### src/rtl/wptr_full.sv
// wptr_full: write-domain binary/Gray pointer, memory write enable and registered full flag; 1-edge latency.
// Writes while full are dropped and flagged on o_woverflow; WPTR_FULL_LEVEL_EN adds o_wlevel/o_walmost_full.
module wptr_full #(
  parameter int ADDRSIZE     = 4,
  parameter int AFULL_THRESH = 12
) (
  input  logic                i_wclk,
  input  logic                i_wrst,
  input  logic                i_winc,
  input  logic [ADDRSIZE:0]   i_rptr_sync,
  output logic [ADDRSIZE-1:0] o_waddr,
  output logic                o_wen,
  output logic [ADDRSIZE:0]   o_wptr,
  output logic                o_wfull,
  output logic                o_woverflow
`ifdef WPTR_FULL_LEVEL_EN
  ,
  output logic [ADDRSIZE:0]   o_wlevel,
  output logic                o_walmost_full
`endif
);

  if (ADDRSIZE < 2) begin : g_bad_addrsize
    $error("wptr_full: ADDRSIZE must be >= 2");
  end
  if (AFULL_THRESH < 1 || AFULL_THRESH > (1 << ADDRSIZE)) begin : g_bad_thresh
    $error("wptr_full: AFULL_THRESH out of range");
  end

  logic [ADDRSIZE:0] r_wbin;
  logic              w_push;
  logic [ADDRSIZE:0] w_wbin_next;
  logic [ADDRSIZE:0] w_wgray_next;
  logic [ADDRSIZE:0] w_full_cmp;
  logic              w_full_next;

  assign w_push       = i_winc & ~o_wfull;
  assign w_wbin_next  = r_wbin + {{ADDRSIZE{1'b0}}, w_push};
  assign w_wgray_next = (w_wbin_next >> 1) ^ w_wbin_next;
  // Full when the write pointer is exactly one lap ahead of the read pointer.
  assign w_full_cmp   = {~i_rptr_sync[ADDRSIZE:ADDRSIZE-1], i_rptr_sync[ADDRSIZE-2:0]};
  assign w_full_next  = (w_wgray_next == w_full_cmp);

  assign o_waddr = r_wbin[ADDRSIZE-1:0];
  assign o_wen   = w_push & ~i_wrst;

  always_ff @(posedge i_wclk) begin
    if (i_wrst) begin
      r_wbin      <= '0;
      o_wptr      <= '0;
      o_wfull     <= 1'b0;
      o_woverflow <= 1'b0;
    end else begin
      r_wbin      <= w_wbin_next;
      o_wptr      <= w_wgray_next;
      o_wfull     <= w_full_next;
      o_woverflow <= i_winc & o_wfull;
    end
  end

`ifdef WPTR_FULL_LEVEL_EN
  localparam logic [ADDRSIZE:0] LP_AFULL = (ADDRSIZE+1)'(AFULL_THRESH);

  function automatic logic [ADDRSIZE:0] gray2bin(input logic [ADDRSIZE:0] g);
    logic [ADDRSIZE:0] b;
    b = '0;
    for (int i = 0; i <= ADDRSIZE; i++) begin
      b[i] = ^(g >> i);
    end
    return b;
  endfunction

  logic [ADDRSIZE:0] w_rbin;
  logic [ADDRSIZE:0] w_level;

  assign w_rbin  = gray2bin(i_rptr_sync);
  // Synchronizer lag makes this an overestimate, which errs toward backpressure.
  assign w_level = w_wbin_next - w_rbin;

  always_ff @(posedge i_wclk) begin
    if (i_wrst) begin
      o_wlevel       <= '0;
      o_walmost_full <= 1'b0;
    end else begin
      o_wlevel       <= w_level;
      o_walmost_full <= (w_level >= LP_AFULL);
    end
  end
`endif

endmodule

### config.mk
export PLATFORM = sky130hd
export DESIGN_NAME = wptr_full
export DESIGN_NICKNAME = d
export VERILOG_FILES = /design/src/rtl/wptr_full.sv
export SDC_FILE = /design/constraint.sdc
export NUM_CORES = 1
export LEC_CHECK = 0
export CAP_MARGIN = 20
export CORE_AREA = 4 4 41 43
export CTS_CLUSTER_DIAMETER = 60
export DETAILED_ROUTE_END_ITERATION = 8
export DIE_AREA = 0 0 45 47
export PLACE_DENSITY = 0.69
export SLEW_MARGIN = 20
export SYNTH_ARGS = -nofsm -noshare
export SYNTH_HDL_FRONTEND = slang
export SYNTH_SLANG_ARGS = --single-unit
### constraint.sdc
create_clock -name i_wclk -period 5.2 [get_ports i_wclk]
set_input_delay 1.3 -clock i_wclk [delete_from_list [all_inputs] [get_ports i_wclk]]
set_output_delay 1.3 -clock i_wclk [all_outputs]
set_load 0.05 [all_outputs]
Word-level counts from Yosys, hierarchy flattened:

Cells that the tools add are included.

* register bits after elaboration: 12
* output and inout port bits: 12

* add/subtract/negate cells: 1
* eq/ne operators: 1
* bitwise gates (word level): 7

Operators by type and width (count)
* $add A5 B1 Y5: 1
* $eq A5 B5 Y1: 1
* $xor A4 B5 Y5: 1
* $and A1 B1 Y1: 3
* $not A1 Y1: 2
* $not A2 Y2: 1

Logic depth before layout (Yosys ltp):

Gate-level depths: netlist (run 1).

* depth in word-level cells: 5
* depth in mapped cells: 7
* mapped depth without buffers: 7

Worst setup path before layout (run 1):

OpenSTA, ideal clock, no wires.

* path type: input to output
* from: in i_wrst
* to: out o_wen
* arrival: 2.656 ns
* data required time: 3.900 ns
* slack: 1.244 ns
* stages: 2
* path through: clkbuf_1 -> nor3b_1

* longest elaborated chain between the ends: 2

Ends and longest elaborated chain
* from (decl): line 8 `input logic i_wrst,`
* $not A1 Y1: line 45 `assign o_wen = w_push & ~i_wrst;`
* $and A1 B1 Y1: line 45
* to (decl): line 12 `output logic o_wen,`

Every way passes these cells.

Worst setup path in the final report (run 1):

Same ends and word-level chain as after synthesis.

==> flow_summary.json, run 1 <==
{
  "cts_tree": "yes",
  "fin_hold_ws_ns": 0.534,
  "max_freq_ghz": 0.231,
  "critPathKind": "input port to output pin",
  "layout.cells.non_filler": 84,
  "peakVddDrop_mv": 0.211,
  "synth-simple-area-share_pct": 20.3,
  "syn_area_um2": 488,
  "synth_mux_area_share_pct": 2.05,
  "ctsHoldBuffers": 0,
  "cts-resized-gates": 0,
  "synth_top_area_share_pct": 45.1,
  "path_clk_slew_ns": 0.07,
  "synth_edf_count": 0,
  "worst_slack_ns": 0.871,
  "critPathRequiredTime_ns": 3.90,
  "io_pins": 20,
  "max_cap_viol_count": 0,
  "synth_xor_area_share_pct": 22.6,
  "endpoint_kind": "output pin",
  "p_per_area_nw_per_um2": 283,
  "hold_class": "register to register",
  "placementRows": 13,
  "r2r_cells": 7,
  "critical_path.max_stage_delay_ns": 0.83,
  "drt_iter0_markers": 0,
  "yosysUniqueCellTypes": 18,
  "gr-usage-all-layers_pct": 9.52,
  "whs_path_depth": 1,
  "clkSinkCount": 11,
  "p_seq_share_pct": 44.8,
  "skew_ns": 0.00470,
  "rsz0062_at_grt": "false",
  "fp.dieH_um": 47,
  "num-fill-cells": 138,
  "firstDrtPassIters": 1,
  "p_leak_nw": 0.279,
  "post_cts_buffers": 0,
  "p_int_w": 0.000143,
  "path_cells": "clkdlybuf4s50_1, nor3b_1, clkdlybuf4s50_1",
  "drc": 0,
  "dp_cells": 80,
  "synth_nets": 57,
  "finalSetupViolCount": 0,
  "ctsRootBufferMaster": "clkbuf_4",
  "pwr-share-clk_pct": 27.3,
  "synthAdderAreaFrac_pct": 5.13,
  "place_ws_ns": 0.865,
  "async_reset_ff_share_pct": 0,
  "min_period_ns": 4.33,
  "worst_pin_slew_ns": 0.498,
  "crit_buf_inv": 2,
  "wirelength_um": 875,
  "cpLargestDelayFamily": "buffers and inverters",
  "drive_gt1_share_pct": 7.25,
  "syn_avg_cell_area_um2": 10.4,
  "finalCritPeriodShare_pct": 83.2,
  "hold_viol_final": 0,
  "p_switching_w": 0.0000603,
  "crit_arrival_ns": 3.03,
  "grt.overflow.total": 0,
  "grt_pass1_wl_mm": 1.42,
  "tns_ns": 0,
  "syn2layout_area_growth_pct": 47.4,
  "yosysWarningCount": 0,
  "power_frac_comb_pct": 27.9,
  "gp_congestion": 0.754,
  "io_buffers": 19,
  "drv_slew": 0,
  "vias": 376,
  "first_global_vias": 344,
  "p_sw_share_pct": 29.6,
  "worst-path-stages": 3,
  "yosysTopAreaCell": "dfxtp_1",
  "synth-seq-area-share_pct": 45.1,
  "grt_max_degree": 13,
  "cts-buffers-inserted": 3,
  "synth_top_family_by_area": "XOR/XNOR gates",
  "nNetsFinal": 80,
  "worst_setup_path_start_kind": "input port",
  "ys_top_cells_by_count": "dfxtp_1 (11), xnor2_1 (8), nor2_1 (7)",
  "antenna_cells": 0,
  "synth_compound_area_share_pct": 4.10,
  "synth_seq_cells": 11,
  "cts_buffer_depth": 2,
  "dp_hpwl_um": 695,
  "via_per_inst": 4.48,
  "crit_top_cell": "clkdlybuf4s50_1",
  "core_um2": 1300,
  "ant_nets": 0,
  "cp_max_fo": 12,
  "insertion_delay_ns": 0.26,
  "max-slew-margin-rel_pct": 66.7,
  "yosysMostFrequentCell": "dfxtp_1",
  "ctsHtreeMaxLevel": 1,
  "dieArea_um2": 2120,
  "yosys-top-cells-area": "dfxtp_1 (45%), xnor2_1 (14%), nor2_1 (5.4%)",
  "initial_core_util_pct": 37.5,
  "status": "complete, no violations",
  "synth_flop_cell": "dfxtp_1",
  "syn_inst": 47,
  "routedWlPerCell_um": 10.4,
  "die_width_um": 45,
  "crit_path_top_delay_cell": "clkdlybuf4s50_1",
  "antenna_found_initial": 0
}
-- per-stage QoR --
step	util, %	total power, W	instance area (µm²)
finish	55.3	0.000203	719
global route	55.3	0.000215	719
CTS	55.3	0.000208	719
detailed placement	53.3	0.000150	693
global placement	53.3	0.000150	693
floorplan	-	0.000132	488
-- flip-flops by register name, indices dropped and copies added, names as in the netlist --
name / flops
o_wfull: 1
o_woverflow: 1
o_wptr: 5
r_wbin: 4
-- per-layer routing --
metal / GRT usage, % / part of all wire (%) / wire length [µm]
met5: 0 / 0 / 0
met4: 1.75 / 0 / 0
met3: 5.75 / 7.7 / 67
met2: 14.1 / 44 / 381
met1: 12.0 / 49 / 426
-- logic make-up after synthesis --
group           after synthesis
simple gates                 19
xor+xnor                     11
flops                        11
compound gates                2
fa+ha+maj                     2
buf+inv                       1
mux                           1
-- layout make-up --
| type | instances | area, µm² | area share [%] |
|---|---|---|---|
| multi-input combinational | 35 | 264 | 36.7 |
| sequential | 11 | 220 | 30.6 |
| timing repair buffer | 19 | 190 | 26.4 |
| clock buffer | 4 | 26.3 | 3.65 |
| tap | 15 | 18.8 | 2.61 |
-- final timing paths --
path | start | end | slack, ns
worst max-delay path | i_wrst | o_wen | 0.87
worst min-delay path | o_wfull | o_woverflow | 0.53
worst max register to register | o_wfull | o_wfull | 3.32
worst min register to register | o_wfull | o_woverflow | 0.53
-- layout by cell type, fill, tap and decap left out --
master,instances
ha_1,2
nor3b_1,1
nand2_1,1
clkbuf_1,1
xnor2_1,8
a21oi_1,1
or3_1,1
xnor3_1,1
xor2_1,2
and2_1,1
nor2_1,7
and3b_1,1
clkbuf_4,3
or2_2,1
mux2i_1,1
clkdlybuf4s50_1,19
nand3_1,3
dfxtp_1,11
a2111oi_2,1
nor2b_1,3
-- power groups by stage --
stage / clock, W / sequential, W / combinational [W]
6_report: 0.0000555 / 0.0000912 / 0.0000567
5_1_grt: 0.0000629 / 0.0000916 / 0.0000604
4_1_cts: 0.0000592 / 0.0000912 / 0.0000574
3_5_place_dp: 0 / 0.0000928 / 0.0000571
3_3_place_gp: 0 / 0.0000928 / 0.0000570
2_1_floorplan: 0 / 0.000109 / 0.0000228
No activity file was read; power rests on OpenSTA's default activity.
==> run 2, diff against run 1 <==
Settings changed: CORE_AREA 4 4 41 43 to 4 4 42 44, DIE_AREA 0 0 45 47 to 0 0 46 48, PLACE_DENSITY 0.69 to 0.68.
Clock period 5.2 ns to 3.9 ns, I/O delays scaled along.
==> run 2 against run 1 <==
Flip-flop and latch count unchanged. Design area fell by 0.17%. Sequential power rose by 33%. Non-clock buffer count unchanged. First-iteration DRC count up 2. Total power up 34%. Count of clock-buffer cells in the layout stayed put. Global-route usage up 0.21 points. Via count increased by 2.1%. Clock skew decreased by 0.0044 ns. Sequential share of layout area up 0.053 points. Largest cell class unchanged.
==> flow_summary.json, run 2 (synthesized netlist as in run 1, its figures left out) <==
{
  "drive_gt1_share_pct": 8.70,
  "fp.dieH_um": 48,
  "placementRows": 14,
  "worst_setup_path_start_kind": "input port",
  "critPathRequiredTime_ns": 2.92,
  "p_per_area_nw_per_um2": 378,
  "p_sw_share_pct": 29.9,
  "max-slew-margin-rel_pct": 66.6,
  "cts_buffer_depth": 2,
  "p_int_w": 0.000190,
  "critPathKind": "input port to output pin",
  "ant_nets": 0,
  "gr-usage-all-layers_pct": 9.73,
  "via_per_inst": 4.52,
  "nNetsFinal": 80,
  "grt.overflow.total": 0,
  "drt_iter0_markers": 2,
  "path_clk_slew_ns": 0.07,
  "r2r_cells": 7,
  "regMostFlops": "o_wptr",
  "worst-path-stages": 3,
  "endpoint_kind": "output pin",
  "critPathLaunch": "i_wrst",
  "grt_max_degree": 13,
  "firstDrtPassIters": 4,
  "final_common_cell": "clkdlybuf4s50_1",
  "antenna_cells": 0,
  "min_period_ns": 3.07,
  "p_seq_share_pct": 44.6,
  "power_frac_comb_pct": 27.6,
  "max_cap_viol_count": 0,
  "rsz0062_at_grt": "false",
  "ctsHoldBuffers": 0,
  "syn2layout_area_growth_pct": 47.2,
  "gp_congestion": 0.676,
  "crit-reg2reg-launch": "o_wfull",
  "io_buffers": 19,
  "routedWlPerCell_um": 10.6,
  "pwr-share-clk_pct": 27.8,
  "wirelength_um": 899,
  "path_cells": "clkdlybuf4s50_1, nor3b_1, buf_4",
  "total_power_w": 0.000272,
  "layout_common_cells": "clkdlybuf4s50_1 (18), dfxtp_1 (11), xnor2_1 (8)",
  "hold_viol_final": 0,
  "largest_register_ffs": 5,
  "worstReg2RegEnd": "o_wfull",
  "hp-start": "o_wfull",
  "vias": 384,
  "r2r_slack_ns": 2.00,
  "post-route-util_pct": 50.0,
  "antenna_found_initial": 0,
  "insertion_delay_ns": 0.26,
  "cp_max_fo": 12,
  "p_leak_nw": 0.281,
  "max_freq_ghz": 0.326,
  "worst_pin_slew_ns": 0.499,
  "critical_path.max_stage_delay_ns": 0.62,
  "skew_ns": 0.000264,
  "cts-resized-gates": 0,
  "ctsRootBufferMaster": "clkbuf_4",
  "first_global_vias": 347,
  "p_switching_w": 0.0000811,
  "ctsHtreeMaxLevel": 1,
  "initial_core_util_pct": 34.0,
  "dp_hpwl_um": 704,
  "dieArea_um2": 2210,
  "cts_tree": "yes",
  "io_pins": 20,
  "num-fill-cells": 149,
  "post_cts_buffers": 0,
  "grt_pass1_wl_mm": 1.42,
  "core_um2": 1440,
  "crit_arrival_ns": 2.10,
  "hold_class": "register to register",
  "peakVddDrop_mv": 0.185,
  "drv_slew": 0,
  "cpLargestDelayFamily": "buffers and inverters",
  "drc": 0,
  "die_width_um": 46,
  "finalCritPeriodShare_pct": 78.7,
  "largestRegisters": "o_wptr: 5 flops, r_wbin: 4 flops",
  "clkSinkCount": 11,
  "crit_buf_inv": 2,
  "crit_path_top_delay_cell": "clkdlybuf4s50_1",
  "finalSetupViolCount": 0,
  "setup.worst_path.end": "o_wen",
  "cts-buffers-inserted": 3,
  "tns_ns": 0,
  "status": "complete, no violations"
}
-- run 2: cell type report --
class	instances	area (µm²)	area share (%)
clock buffers	4	26.3	3.66
multi-input cells	35	264	36.8
flip-flops and latches	11	220	30.7
well taps	16	20.0	2.79
repair buffers	19	188	26.1
-- run 2: how the worst min path moves through the flow --
stage / end / slack (ns) / depth (start not counted)
6_report: o_woverflow / 0.54 / 1
3_3_place_gp: o_woverflow / 0.52 / 1
3_5_place_dp: o_woverflow / 0.53 / 1
4_1_cts: o_woverflow / 0.54 / 1
2_1_floorplan: o_woverflow / 0.76 / 1
5_1_grt: o_woverflow / 0.57 / 1
-- run 2: power by group through the flow --
| stage | logic [W] | registers, W | clock network, W |
|---|---|---|---|
| 2_1_floorplan | 0.0000304 | 0.000145 | 0 |
| 3_3_place_gp | 0.0000756 | 0.000124 | 0 |
| 3_5_place_dp | 0.0000757 | 0.000124 | 0 |
| 4_1_cts | 0.0000760 | 0.000121 | 0.0000799 |
| 5_1_grt | 0.0000803 | 0.000122 | 0.0000882 |
| 6_report | 0.0000750 | 0.000121 | 0.0000756 |
-- run 2: routing by layer --
layer / global-route usage (%) / up-vias / wire, µm
met5: 0 / - / 0
met4: 10.2 / 0 / 27
met3: 2.63 / 2 / 92
met2: 15.4 / 16 / 433
met1: 10.0 / 167 / 347
li1: - / 199 / -
-- run 2: per-stage QoR --
step	std cells	hold slack (ns)	instance area [µm²]	worst slack [ns]
6_report	85	0.537	718	0.829
3_5_place_dp	81	0.528	692	0.814
2_1_floorplan	47	0.764	488	0.594
5_1_grt	85	0.568	718	0.729
3_3_place_gp	81	0.520	692	0.831
4_1_cts	85	0.538	718	0.797
==> run 3, diff against run 2 <==
Clock period 3.9 ns to 2.7 ns, I/O delays scaled along.
==> run 3 against run 2 <==
Largest power group unchanged. Count of clock-buffer cells in the layout unchanged. First-iteration DRC count rose to 4.0 times the previous value. Total power increased by 47%. Register-to-register slack got worse by 1.2 ns. Combinational power is 52% higher. Core utilization up 3.8 points. Clock skew about the same. Via count is 3.1% higher.
==> flow_summary.json, run 3 (synthesized netlist as in run 1, its figures left out) <==
{
  "status": "complete, no violations",
  "rsz0062_at_grt": "false",
  "worst_slack_ns": 0.234,
  "cts_buffer_depth": 2,
  "finalCritPeriodShare_pct": 91.3,
  "p_leak_nw": 0.310,
  "firstDrtPassIters": 4,
  "drt_iter0_markers": 8,
  "layout.cells.non_filler": 90,
  "peakVddDrop_mv": 0.183,
  "dieArea_um2": 2210,
  "io_pins": 20,
  "via_per_inst": 4.40,
  "num-fill-cells": 127,
  "cp_max_fo": 4,
  "antenna_cells": 0,
  "final_common_cell": "clkdlybuf4s50_1",
  "placementRows": 14,
  "ctsRootBufferMaster": "clkbuf_4",
  "path_clk_slew_ns": 0.07,
  "p_sw_share_pct": 30.0,
  "seq_area_um2": 220,
  "total_power_w": 0.000399,
  "p_switching_w": 0.000120,
  "dp_cells": 86,
  "drv_slew": 0,
  "ant_nets": 0,
  "grt_pass1_wl_mm": 1.56,
  "cts_tree": "yes",
  "min_period_ns": 2.47,
  "drc": 0,
  "worst_setup_path_start_kind": "input port",
  "clkSinkCount": 11,
  "vias": 396,
  "multi_input_area_um2": 269,
  "die_width_um": 46,
  "pwr-share-clk_pct": 27.6,
  "gp_congestion": 0.674,
  "endpoint_kind": "register",
  "ctsHtreeMaxLevel": 1,
  "layout_common_cells": "clkdlybuf4s50_1 (18), dfxtp_1 (11), xnor2_1 (8)",
  "insertion_delay_ns": 0.26,
  "grt_max_degree": 12,
  "grt.overflow.total": 0,
  "p_int_w": 0.000279,
  "crit_arrival_ns": 2.63,
  "io_buffers": 19,
  "antenna_found_initial": 0,
  "first_global_vias": 374,
  "max_cap_viol_count": 0,
  "worst_pin_slew_ns": 0.511,
  "skew_ns": 0.000479,
  "core_um2": 1440,
  "finalSetupViolCount": 0,
  "regMostFlops": "o_wptr",
  "wirelength_um": 953,
  "cts-buffers-inserted": 3,
  "place_ws_ns": -0.0465,
  "drive_gt1_share_pct": 16.2,
  "hold_viol_final": 0,
  "syn2layout_area_growth_pct": 58.5,
  "p_per_area_nw_per_um2": 516,
  "max-slew-margin-rel_pct": 65.8,
  "ctsHoldBuffers": 0,
  "cts-resized-gates": 0,
  "p_seq_share_pct": 43.8,
  "hold_class": "register to register",
  "largestRegisters": "o_wptr: 5 flops, r_wbin: 4 flops",
  "dp_hpwl_um": 734,
  "routedWlPerCell_um": 10.6,
  "post_cts_buffers": 0,
  "nNetsFinal": 85,
  "power_frac_comb_pct": 28.6,
  "fp.dieH_um": 48,
  "max_freq_ghz": 0.405,
  "critPathRequiredTime_ns": 2.86,
  "gr-usage-all-layers_pct": 10.4,
  "largest_register_ffs": 5,
  "initial_core_util_pct": 34.0,
  "critPathKind": "input port to register"
}
run 3: worst paths after layout:
kind / from / endpoint / cells past startpoint / slack [ns]
worst max-delay path: i_winc / o_wfull / 9 / 0.23
worst min-delay path: o_wfull / o_woverflow / 1 / 0.54
worst max register to register: o_wfull / o_wfull / 8 / 0.77
worst min register to register: o_wfull / o_woverflow / 1 / 0.54
run 3: layout make-up:
type / count / area share [%]
Multi-Input combinational cell: 35 / 34.8
Timing Repair Buffer: 24 / 30.7
Sequential cell: 11 / 28.5
Clock buffer: 4 / 3.40
Tap cell: 16 / 2.59
run 3: worst max-delay path, stage by stage:
cell	delay, ns
clkdlybuf4s50_1	0.42
nor2b_1	0.14
ha_1	0.19
ha_1	0.20
buf_4	0.14
xnor2_1	0.32
and2_1	0.18
mux2i_1	0.09
a2111oi_2	0.27
run 3: through the flow:
step                      area [µm²]  util [%]  TNS (ns)  hold WS, ns
after floorplan                  493         -         0        0.754
after global placement           747      52.0   -0.0619        0.532
after detailed placement         747      52.0   -0.0465        0.535
after CTS                        773      53.8         0        0.545
after global routing             773      53.8         0        0.551
final                            773      53.8         0        0.540
run 3: power by group through the flow:
| stage | clock network (W) | logic [W] | registers (W) |
|---|---|---|---|
| finish | 0.000110 | 0.000114 | 0.000175 |
| global route | 0.000123 | 0.000124 | 0.000176 |
| CTS | 0.000117 | 0.000116 | 0.000175 |
| detailed placement | 0 | 0.000115 | 0.000179 |
| global placement | 0 | 0.000115 | 0.000179 |
| floorplan | 0 | 0.0000444 | 0.000210 |
run 3: routing by layer:
metal  GRT usage [%]  up-vias  part of all wire, %
li1                -      208                    -
met1            12.3      172                   42
met2            15.9       14                   46
met3            1.50        2                  9.7
met4            10.2        0                  2.0
met5               0        -                    0
